--- src/rtl/seven_segment_reader.sv ---
// Samples an asynchronous 7-segment bus, debounces it, and decodes accepted
// patterns back to BCD while counting legal digits and illegal patterns.
module seven_segment_reader #(
  parameter int STABLE_CYCLES = 4
) (
  input  logic       clk,
  input  logic       reset,
  input  logic [6:0] seg_in,
  output logic [3:0] digit,
  output logic       new_digit,
  output logic       pattern_error,
  output logic       blank,
  output logic [7:0] digit_count,
  output logic [7:0] error_count
);

  localparam logic [7:0] STABLE_LIMIT = 8'(STABLE_CYCLES);

  // Segment patterns for digits 9..0, digit 0 in the low seven bits.
  localparam logic [69:0] DIGIT_PATTERNS = {
    7'b1100111, 7'b1111111, 7'b0000111, 7'b1111100, 7'b1101101,
    7'b1100110, 7'b1001111, 7'b1011011, 7'b0000110, 7'b0111111
  };

  typedef enum logic {EMPTY, TRACKING} state_t;

  state_t      state_reg, state_next;
  logic [6:0]  s1_reg, s2_reg, cand_reg, acc_reg;
  logic [7:0]  cnt_reg;
  logic [9:0]  match;
  logic [3:0]  dec_value;
  logic        dec_legal;
  logic        qualified;
  logic        accept;

  genvar gi;
  generate
    for (gi = 0; gi < 10; gi++) begin : g_match
      assign match[gi] = (s2_reg == DIGIT_PATTERNS[gi*7 +: 7]);
    end
  endgenerate

  always_comb begin
    dec_value = '0;
    for (int i = 0; i < 10; i++) begin
      if (match[i]) dec_value = 4'(i);
    end
    dec_legal = |match;
  end

  // Qualification happens on the edge where the counter reaches the limit,
  // including the restart edge itself when the limit is one.
  assign qualified = (s2_reg != cand_reg) ? (STABLE_LIMIT == 8'd1)
                                          : (cnt_reg + 8'd1 == STABLE_LIMIT);

  always_comb begin
    state_next = state_reg;
    accept     = 1'b0;
    if (qualified && (state_reg == EMPTY || s2_reg != acc_reg)) begin
      accept     = 1'b1;
      state_next = TRACKING;
    end
  end

  always_ff @(posedge clk or negedge reset) begin
    if (!reset) state_reg <= EMPTY;
    else        state_reg <= state_next;
  end

  always_ff @(posedge clk or negedge reset) begin
    if (!reset) begin
      s1_reg        <= '0;
      s2_reg        <= '0;
      cand_reg      <= '0;
      cnt_reg       <= '0;
      acc_reg       <= '0;
      digit         <= '0;
      new_digit     <= 1'b0;
      pattern_error <= 1'b0;
      blank         <= 1'b0;
      digit_count   <= '0;
      error_count   <= '0;
    end else begin
      s1_reg <= seg_in;
      s2_reg <= s1_reg;

      if (s2_reg != cand_reg) begin
        cand_reg <= s2_reg;
        cnt_reg  <= 8'd1;
      end else if (cnt_reg < STABLE_LIMIT) begin
        cnt_reg <= cnt_reg + 8'd1;
      end

      new_digit     <= 1'b0;
      pattern_error <= 1'b0;
      if (accept) begin
        acc_reg <= s2_reg;
        if (dec_legal) begin
          digit       <= dec_value;
          new_digit   <= 1'b1;
          digit_count <= digit_count + 8'd1;
          blank       <= 1'b0;
        end else if (s2_reg == 7'b0000000) begin
          blank <= 1'b1;
        end else begin
          pattern_error <= 1'b1;
          if (error_count != 8'hFF) error_count <= error_count + 8'd1;
          blank <= 1'b0;
        end
      end
    end
  end

endmodule

--- config.mk ---
export PLATFORM = sky130hd
export DESIGN_NAME = seven_segment_reader
export DESIGN_NICKNAME = d
export VERILOG_FILES = /design/src/rtl/seven_segment_reader.sv
export SDC_FILE = /design/constraint.sdc
export NUM_CORES = 1
export LEC_CHECK = 0
export ABC_CLOCK_PERIOD_IN_PS = 3310
export CAP_MARGIN = 10
export CORE_MARGIN = 2
export CORE_UTILIZATION = 33
export DETAILED_ROUTE_END_ITERATION = 12
export HOLD_SLACK_MARGIN = 0.12
export PLACE_DENSITY = 0.61
export SYNTH_ARGS = -nofsm -noshare
export SYNTH_HDL_FRONTEND = slang
export SYNTH_SLANG_ARGS = --single-unit
--- constraint.sdc ---
create_clock -name clk -period 3.31 [get_ports clk]
set_clock_uncertainty 0.05 [all_clocks]
set_input_delay 0.8275 -clock clk [delete_from_list [all_inputs] [get_ports clk]]
set_output_delay 0.8275 -clock clk [all_outputs]
set_load 0.05 [all_outputs]
==> flow_summary.toml, run 1 <==
[outcome]
outcome = "completed"

[synthesis]
syn_area_mm2 = 0.00279
synth_enable_flop_cells = 0
synth_warnings = 0
post_synth_and_or_nand_nor_area_fraction = 0.200
netlist.top_cell.by_area = "dfrtp_1"
synthesis.nets = 243
netlist_top_cells_count = "dfrtp_1 (60), xnor2_1 (16), xor2_1 (16)"
postSynthCellCount = 230
yosys.cell_count.top_type = "dfrtp_1"
synth.yosys.seq_area_share = 0.538
mux_contribution_to_synthesized_area = 0.0681
synth_top_area_frac = 0.538
syn-mean-instance-area_um2 = 12.1
synth_compound_gate_area_share = 0.0305
synth.top_cells.by_area = "dfrtp_1 (54%), mux2_2 (5.6%), xnor2_1 (5.0%), xor2_1 (5.0%), and3_1 (2.5%)"
synth.ff_latch_count = 60
synth_xor_xnor_area_share = 0.106
synth_fa_ha_area_frac = 0.0179
netlist-cell-type-count = 41
largest_family_of_logic_cells_by_synthesized_area = "simple AND/OR/NAND/NOR gates"
synth_flop_cell = "dfrtp_1"
synth-async-reset-ratio = 1.00

[final_layout]
final_layout_size_suffix_gt1_frac = 0.172
finalNetCount = 270
fillCellCount = 771
post_layout_nonfiller_instances = 367
syn_to_final_growth_pct = 20.8
num_antenna_cells = 0

[global_routing]
grt_pass1_wl_mm = 8.69
global_route.usage.total = 0.124
pin_count_of_the_biggest_net_entering_global_routing = 40
globalRoute.totalOverflow = 0
grt_pass1_vias = 1814
number_of_antenna_violations_at_the_first_check_in_global_routing = 0

[cts]
cts-buffers-inserted = 9
clk-insertion-delay-late_ns = 0.34
post_cts_resize_count = 0
tritoncts_clock_tree = "done"
cts.sinks = 60
cts.hold.buffers_added = 0
clk_path_buf_depth = 2
post-cts-setup-buffers = 0
clk_pin_slew_worst_paths_ns = 0.07
htreeDepth = 3
master_cell_of_the_clock_root_buffer = "clkbuf_8"

[sta]
period_needed_ns = 2.57
clock.fmax_mhz = 389
finalSetupTns_ns = 0
rsz0062_at_grt = "no"
timing_worst_slew_pin_value_ns = 0.618
maxSlewViolCount = 0
number_of_setup_violations_in_the_final_report = 0
setup_ws_ns = 0.741
final.period_utilization = 0.776
max-slew-margin-rel = 0.588
timing_hold_violations_final = 0

[power]
irDropWorstVdd_uv = 300
power.share.switching = 0.230
seq_power_share = 0.492
pwr_density_mw_per_mm2 = 462
comb_power_share = 0.039
netSwitchingPower_mw = 0.359
clkPwrFrac = 0.469
power.static_leakage_nw = 1.47
power_internal_mw = 1.20

[worst_setup_path]
element_type_at_the_critical_path_start = "register"
setup.worst_path.end_class = "register"
worst-endpoint-required_ns = 3.48
maximum_cell_stage_delay_along_the_critical_path_ns = 0.74
critical-path-top-delay-family = "simple AND/OR/NAND/NOR gates"
critical_path_buf_inv_count = 1
timing.critical_path.cells = "xor2_1 -> nor4_4 -> nand4_2 -> nor3_4 -> buf_4 -> nand4_1 -> mux2_1"
worstSetupPathType = "register to register"
worst_path_max_delay_cell = "dfrtp_1"
cp.arrival_ns = 2.74
setup.reg_to_reg.worst_slack_ns = 0.74
crit_path_max_fanout = 18

[floorplan]
std_cell_rows = 33
core_area_mm2 = 0.00822
die_height_um = 96.0
io_pins = 32
die_width_um = 96.0
die_footprint_mm2 = 0.00921
starting_density = 0.340

[route]
vias = 1803
avgViaCountPerCell = 4.91
wl_per_cell_um = 13.3
antenna_violating_nets_post_route = 0
detail_route.wirelength_mm = 4.89
drt_first_iter_violations = 117
first_pass_iters = 4
detail_route.drc_violations = 0

[hold_path]
timing.hold.worst.class = "register to register"

[run]
timing.max_cap.violations = 0

[place]
detailedPlacementHpwl_mm = 3.40
place_ws_ns = 0.740
place_inst = 351
io_buffer_count = 31
place.gp.congestion = 0.718
==> stage by stage <==
step           power [mW]  hold slack [ns]  instance area, um2  utilization
2_1_floorplan       0.818            0.281                2790            -
3_3_place_gp        0.842            0.281                3150        0.383
3_5_place_dp        0.844            0.286                3150        0.383
4_1_cts              1.59            0.303                3370        0.411
5_1_grt              1.63            0.306                3370        0.411
6_report             1.56            0.300                3370        0.411
==> path summary, 6_finish.rpt <==
check | startpoint | endpoint | cells past startpoint
setup / recovery | s2_reg[3] | error_count[2] | 7
hold / removal | s1_reg[2] | s2_reg[2] | 0
setup reg to reg | s2_reg[3] | error_count[2] | 7
hold reg to reg | s1_reg[2] | s2_reg[2] | 0
max in group asynchronous | reset | cand_reg[2] | 2
min in group asynchronous | reset | digit_count[0] | 1
==> cells by family (layout without fill, tap and decap cells) <==
group	after synthesis	in the layout
AND/OR/NAND/NOR	83	83
flip-flops	60	60
XOR/XNOR	33	33
buffers and inverters	19	51
multiplexers	17	17
AO/OA/AOI/OAI	14	14
adder cells (fa/ha/maj)	4	4
==> power by group through the flow <==
stage | clock (mW) | sequential, mW | combinational [mW]
after floorplan | 0 | 0.766 | 0.0520
after global placement | 0 | 0.781 | 0.0619
after detailed placement | 0 | 0.782 | 0.0627
after CTS | 0.758 | 0.767 | 0.0629
after global routing | 0.787 | 0.770 | 0.0704
final | 0.730 | 0.767 | 0.0603
==> cell type report <==
cell class,count,area [um2],area share
Sequential cell,60,1500,0.445
Clock inverter,7,101,0.0300
Tap cell,105,131,0.0389
Clock buffer,9,124,0.0367
Multi-Input combinational cell,151,1180,0.350
Timing Repair Buffer,35,335,0.0994
==> layout by cell type (no fill, tap or decap), types with 3 or more instances in the layout <==
cell type         n
a21oi_1           4
nor2b_1           4
nand3_1          10
ha_1              4
dfrtp_1          60
nand2_1          11
clkbuf_8          9
o21ai_0           3
xnor2_1          16
a31oi_1           3
nor3b_2           3
xor2_1           16
nand2b_1          3
nor3_1            4
and2_1            3
clkdlybuf4s50_1  30
mux2_2           14
and4_1            4
and3_1           11
clkinv_4          3
nand4_1           7
nor4b_1           3
nor2_1            4
buf_4             4
==> layer usage <==
| layer | share of wire | GRT usage |
|---|---|---|
| met5 | 0 | 0 |
| met4 | 0.010 | 0.0429 |
| met3 | 0.044 | 0.0384 |
| met2 | 0.46 | 0.186 |
| met1 | 0.48 | 0.172 |
Power figures use the tool's default switching activity.
==> run 2, diff against run 1 <==
ABC_CLOCK_PERIOD_IN_PS = 2340   (was 3310)
PLACE_DENSITY = 0.63   (was 0.61)
clock period = 2.34 ns   (was 3.31 ns; I/O delays follow)
==> flow_summary.toml, run 2 (same netlist as run 1, synthesis figures left out) <==
[worst_setup_path]
maximum_cell_stage_delay_along_the_critical_path_ns = 0.44
cp.arrival_ns = 2.49
crit_path_max_fanout = 4
timing.critical_path.cells = "buf_6 -> nor4bb_4 -> o31ai_2 -> o21ai_2 -> buf_4 -> or3_4 -> buf_6 -> and4_1 -> xor2_1"
element_type_at_the_critical_path_start = "register"
critical_path_buf_inv_count = 3
worst-endpoint-required_ns = 2.51
setup.worst_path.end_class = "register"
worst_path_most_repeated_cell = "buf_6"
critical-path-top-delay-family = "simple AND/OR/NAND/NOR gates"
worstSetupPathType = "register to register"
worst_path_max_delay_cell = "dfrtp_2"

[cts]
htreeDepth = 3
clk_pin_slew_worst_paths_ns = 0.07
tritoncts_clock_tree = "done"
cts-buffers-inserted = 9
clk-insertion-delay-late_ns = 0.34
clk_path_buf_depth = 2
master_cell_of_the_clock_root_buffer = "clkbuf_8"
cts.sinks = 60

[hold_path]
timing.hold.worst.class = "primary input to async pin"

[global_routing]
grt_pass1_wl_mm = 9.05
pin_count_of_the_biggest_net_entering_global_routing = 37
number_of_antenna_violations_at_the_first_check_in_global_routing = 0
grt_pass1_vias = 1963
global_route.usage.total = 0.129
globalRoute.totalOverflow = 0

[final_layout]
finalNetCount = 318
num_antenna_cells = 0
final_layout_size_suffix_gt1_frac = 0.359
postLayoutCellArea_mm2 = 0.00387
most-common-layout-cells = "dfrtp_1 (56), buf_4 (44), clkdlybuf4s50_1 (30)"
fillCellCount = 716
layout_commonest_cell = "dfrtp_1"
syn_to_final_growth_pct = 38.8

[place]
place_ws_ns = -0.447
io_buffer_count = 31
detailedPlacementHpwl_mm = 3.68
dpl_cell_area_mm2 = 0.00340
place.gp.congestion = 0.778

[floorplan]
io_pins = 32
die_footprint_mm2 = 0.00921
die_width_um = 96.0
die_height_um = 96.0
std_cell_rows = 33
core_area_mm2 = 0.00822
starting_density = 0.340

[route]
antenna_violating_nets_post_route = 0
first_pass_iters = 4
drt_first_iter_violations = 77
detail_route.drc_violations = 0
avgViaCountPerCell = 4.73
wl_per_cell_um = 13.7
vias = 1959
detail_route.wirelength_mm = 5.67

[power]
power.static_leakage_nw = 1.73
pwr_density_mw_per_mm2 = 551
irDropWorstVdd_uv = 498

[sta]
timing_hold_violations_final = 0
setup_ws_ns = 0.0241
number_of_setup_violations_in_the_final_report = 0
clock.fmax_mhz = 432
max-slew-margin-rel = 0.612
timing_worst_slew_pin_value_ns = 0.582
period_needed_ns = 2.32
maxSlewViolCount = 0
fin_worst_hold_slack_ns = 0.196
final.period_utilization = 0.990
rsz0062_at_grt = "yes"

[outcome]
outcome = "completed"

[run]
timing.max_cap.violations = 0
[run 2: changes by cell type in the layout (fill, tap and decap cells not counted), moves of 2 or more]
cell,previous run,this run
clkinv_4,3,0
dfrtp_1,60,56
buf_4,4,44
mux2_1,2,0
mux2_4,0,7
buf_6,0,6
clkinv_2,0,3
dfrtp_2,0,4
mux2_2,14,9
[run 2: layer usage]
metal | part of all wire | up-vias | wire length [um] | global-route usage
met4 | 0.016 | 0 | 92 | 0.0500
met3 | 0.045 | 13 | 255 | 0.0462
met1 | 0.46 | 951 | 2610 | 0.166
met2 | 0.48 | 43 | 2700 | 0.199
met5 | 0 | - | 0 | 0
li1 | - | 952 | - | -
[run 2: layout make-up]
type	count	area, um2	area share
Clock inverter	5	52.6	0.0136
Sequential cell	60	1510	0.389
Timing Repair Buffer	82	723	0.187
Clock buffer	10	138	0.0355
Tap cell	105	131	0.0339
Multi-Input combinational cell	152	1320	0.342
[run 2: through the flow]
step / TNS (ns) / power, mW / instances / utilization
final: 0 / 2.14 / 414 / 0.472
after global routing: -1.09 / 2.24 / 414 / 0.472
after floorplan: 0 / 1.16 / 230 / -
after detailed placement: -3.15 / 1.23 / 383 / 0.414
after global placement: -2.26 / 1.23 / 383 / 0.414
after CTS: -0.00205 / 2.15 / 405 / 0.448
[run 2: power by group]
| group | switching [mW] | internal, mW | leakage [nW] |
|---|---|---|---|
| combinational | 0.0842 | 0.0853 | 0.856 |
| sequential | 0.0142 | 1.06 | 0.781 |
| clock | 0.387 | 0.508 | 0.0979 |
[run 2: path summary, 6_finish.rpt]
kind,startpoint,to,slack (ns),depth (start not counted)
worst min-delay path,reset,s2_reg[1],0.20,1
min in group clk,s1_reg[6],s2_reg[6],0.29,0
worst max-delay path,s2_reg[3],digit_count[5],0.02,9
max in group asynchronous,reset,acc_reg[6],1.46,2
worst min register to register,s1_reg[6],s2_reg[6],0.29,0
worst max register to register,s2_reg[3],digit_count[5],0.02,9
[run 2: timing repair]
action	4_1_cts	5_1_grt
gates resized for setup	12	24
cloned	0	1
endpoints found under the setup margin	24	27
buffers inserted	7	8
hold buffers	0	0
pin swaps	4	8
==> run 3, diff against run 2 <==
ABC_CLOCK_PERIOD_IN_PS = 3000   (was 2340)
PLACE_DENSITY = 0.61   (was 0.63)
clock period = 3 ns   (was 2.34 ns; I/O delays follow)
==> flow_summary.toml, run 3 (same netlist as run 1, synthesis figures left out) <==
[outcome]
outcome = "completed"

[global_routing]
global_route.usage.total = 0.124
globalRoute.totalOverflow = 0
pin_count_of_the_biggest_net_entering_global_routing = 32
grt_pass1_vias = 1683
number_of_antenna_violations_at_the_first_check_in_global_routing = 0
grt_pass1_wl_mm = 8.51

[place]
place_inst = 355
detailedPlacementHpwl_mm = 3.41
place.gp.congestion = 0.812
io_buffer_count = 31

[route]
detail_route.wirelength_mm = 4.89
avgViaCountPerCell = 4.78
drt_first_iter_violations = 73
wl_per_cell_um = 13.2
antenna_violating_nets_post_route = 0
first_pass_iters = 4
vias = 1774
detail_route.drc_violations = 0

[worst_setup_path]
cp.arrival_ns = 2.75
critical-path-top-delay-family = "simple AND/OR/NAND/NOR gates"
crit_path_max_fanout = 11
element_type_at_the_critical_path_start = "register"
worst-endpoint-required_ns = 3.18
timing.critical_path.cells = "buf_4 -> xor2_1 -> nor4_4 -> nand4_2 -> nor3_4 -> nand2_1 -> mux2_2"
worst_path_max_delay_cell = "dfrtp_1"
worstSetupPathType = "register to register"
setup.worst_path.end_class = "register"
critical_path_buf_inv_count = 1
maximum_cell_stage_delay_along_the_critical_path_ns = 0.50

[final_layout]
syn_to_final_growth_pct = 22.9
layout_commonest_cell = "dfrtp_1"
fillCellCount = 778
post_layout_nonfiller_instances = 371
final_layout_size_suffix_gt1_frac = 0.188
most-common-layout-cells = "dfrtp_1 (60), clkdlybuf4s50_1 (30), xnor2_1 (16), xor2_1 (16), mux2_2 (14)"
finalNetCount = 274
num_antenna_cells = 0

[floorplan]
starting_density = 0.340
io_pins = 32
die_width_um = 96.0
die_footprint_mm2 = 0.00921
std_cell_rows = 33
die_height_um = 96.0
core_area_mm2 = 0.00822

[hold_path]
timing.hold.worst.class = "register to register"

[power]
irDropWorstVdd_uv = 318
power.static_leakage_nw = 1.52
pwr_density_mw_per_mm2 = 513

[cts]
cts.hold.buffers_added = 0
cts.sinks = 60
tritoncts_clock_tree = "done"
clk-insertion-delay-late_ns = 0.35
clk_pin_slew_worst_paths_ns = 0.06
master_cell_of_the_clock_root_buffer = "clkbuf_8"
cts-buffers-inserted = 9
clk_path_buf_depth = 2
htreeDepth = 3

[sta]
final.period_utilization = 0.857
period_needed_ns = 2.57
timing_worst_slew_pin_value_ns = 0.661
maxSlewViolCount = 0
max-slew-margin-rel = 0.559
clock.fmax_mhz = 389
timing_hold_violations_final = 0
rsz0062_at_grt = "no"
number_of_setup_violations_in_the_final_report = 0
finalSetupTns_ns = 0

[run]
timing.max_cap.violations = 0
[run 3: cell types whose count changed in the layout (fill, tap and decap cells not counted), moves of 2 or more]
cell | before | now
mux2_2 | 9 | 14
clkbuf_8 | 10 | 12
buf_6 | 6 | 0
dfrtp_2 | 4 | 0
buf_4 | 44 | 7
mux2_4 | 7 | 0
dfrtp_1 | 56 | 60
mux2_1 | 0 | 2
[run 3: per-stage QoR]
step / power, mW / utilization / area [um2] / setup slack [ns] / hold WS [ns]
final: 1.76 / 0.418 / 3430 / 0.428 / 0.296
after global routing: 1.84 / 0.418 / 3430 / 0.201 / 0.308
after CTS: 1.79 / 0.417 / 3430 / 0.139 / 0.299
after detailed placement: 0.937 / 0.388 / 3190 / 0.152 / 0.285
after global placement: 0.936 / 0.388 / 3190 / 0.215 / 0.285
after floorplan: 0.902 / - / 2790 / 0.834 / 0.281
[run 3: what timing repair did]
action                     4_1_cts  5_1_grt
setup endpoints to repair        0        2
setup buffers                    0        0
resized for setup                0        1
[run 3: area by class of cell]
type                    count  area (um2)  area share
flip-flops and latches     60        1500       0.438
multi-input cells         151        1180       0.345
clock inverters             4        70.1      0.0204
well taps                 105         131      0.0383
repair buffers             39         378       0.110
clock buffers              12         165      0.0481
[run 3: worst register-to-register path: stages (launching register included)]
cell     delay (ns)
dfrtp_1        0.50
buf_4          0.22
xor2_1         0.18
nor4_4         0.36
nand4_2        0.23
nor3_4         0.32
nand2_1        0.26
mux2_2         0.33
[run 3: worst paths after layout]
| path | start | endpoint | slack [ns] | cells past startpoint |
|---|---|---|---|---|
| worst max register to register | s2_reg[0] | digit[0] | 0.43 | 7 |
| max in group asynchronous | reset | cnt_reg[4] | 1.92 | 2 |
| worst min-delay path | s1_reg[6] | s2_reg[6] | 0.30 | 0 |
| worst max-delay path | s2_reg[0] | digit[0] | 0.43 | 7 |
| worst min register to register | s1_reg[6] | s2_reg[6] | 0.30 | 0 |
| min in group asynchronous | reset | digit[0] | 0.39 | 1 |
[run 3: metal layers]
layer | up-vias | GRT usage | wire [um]
li1 | 866 | - | -
met1 | 866 | 0.175 | 2370
met2 | 29 | 0.161 | 2200
met3 | 13 | 0.0462 | 207
met4 | 0 | 0.0714 | 120
met5 | - | 0 | 0
[run 3: report_power, final]
group	switching, mW	internal, mW
Clock	0.306	0.532
Combinational	0.0427	0.0341
Sequential	0.0197	0.824
Total	0.368	1.39
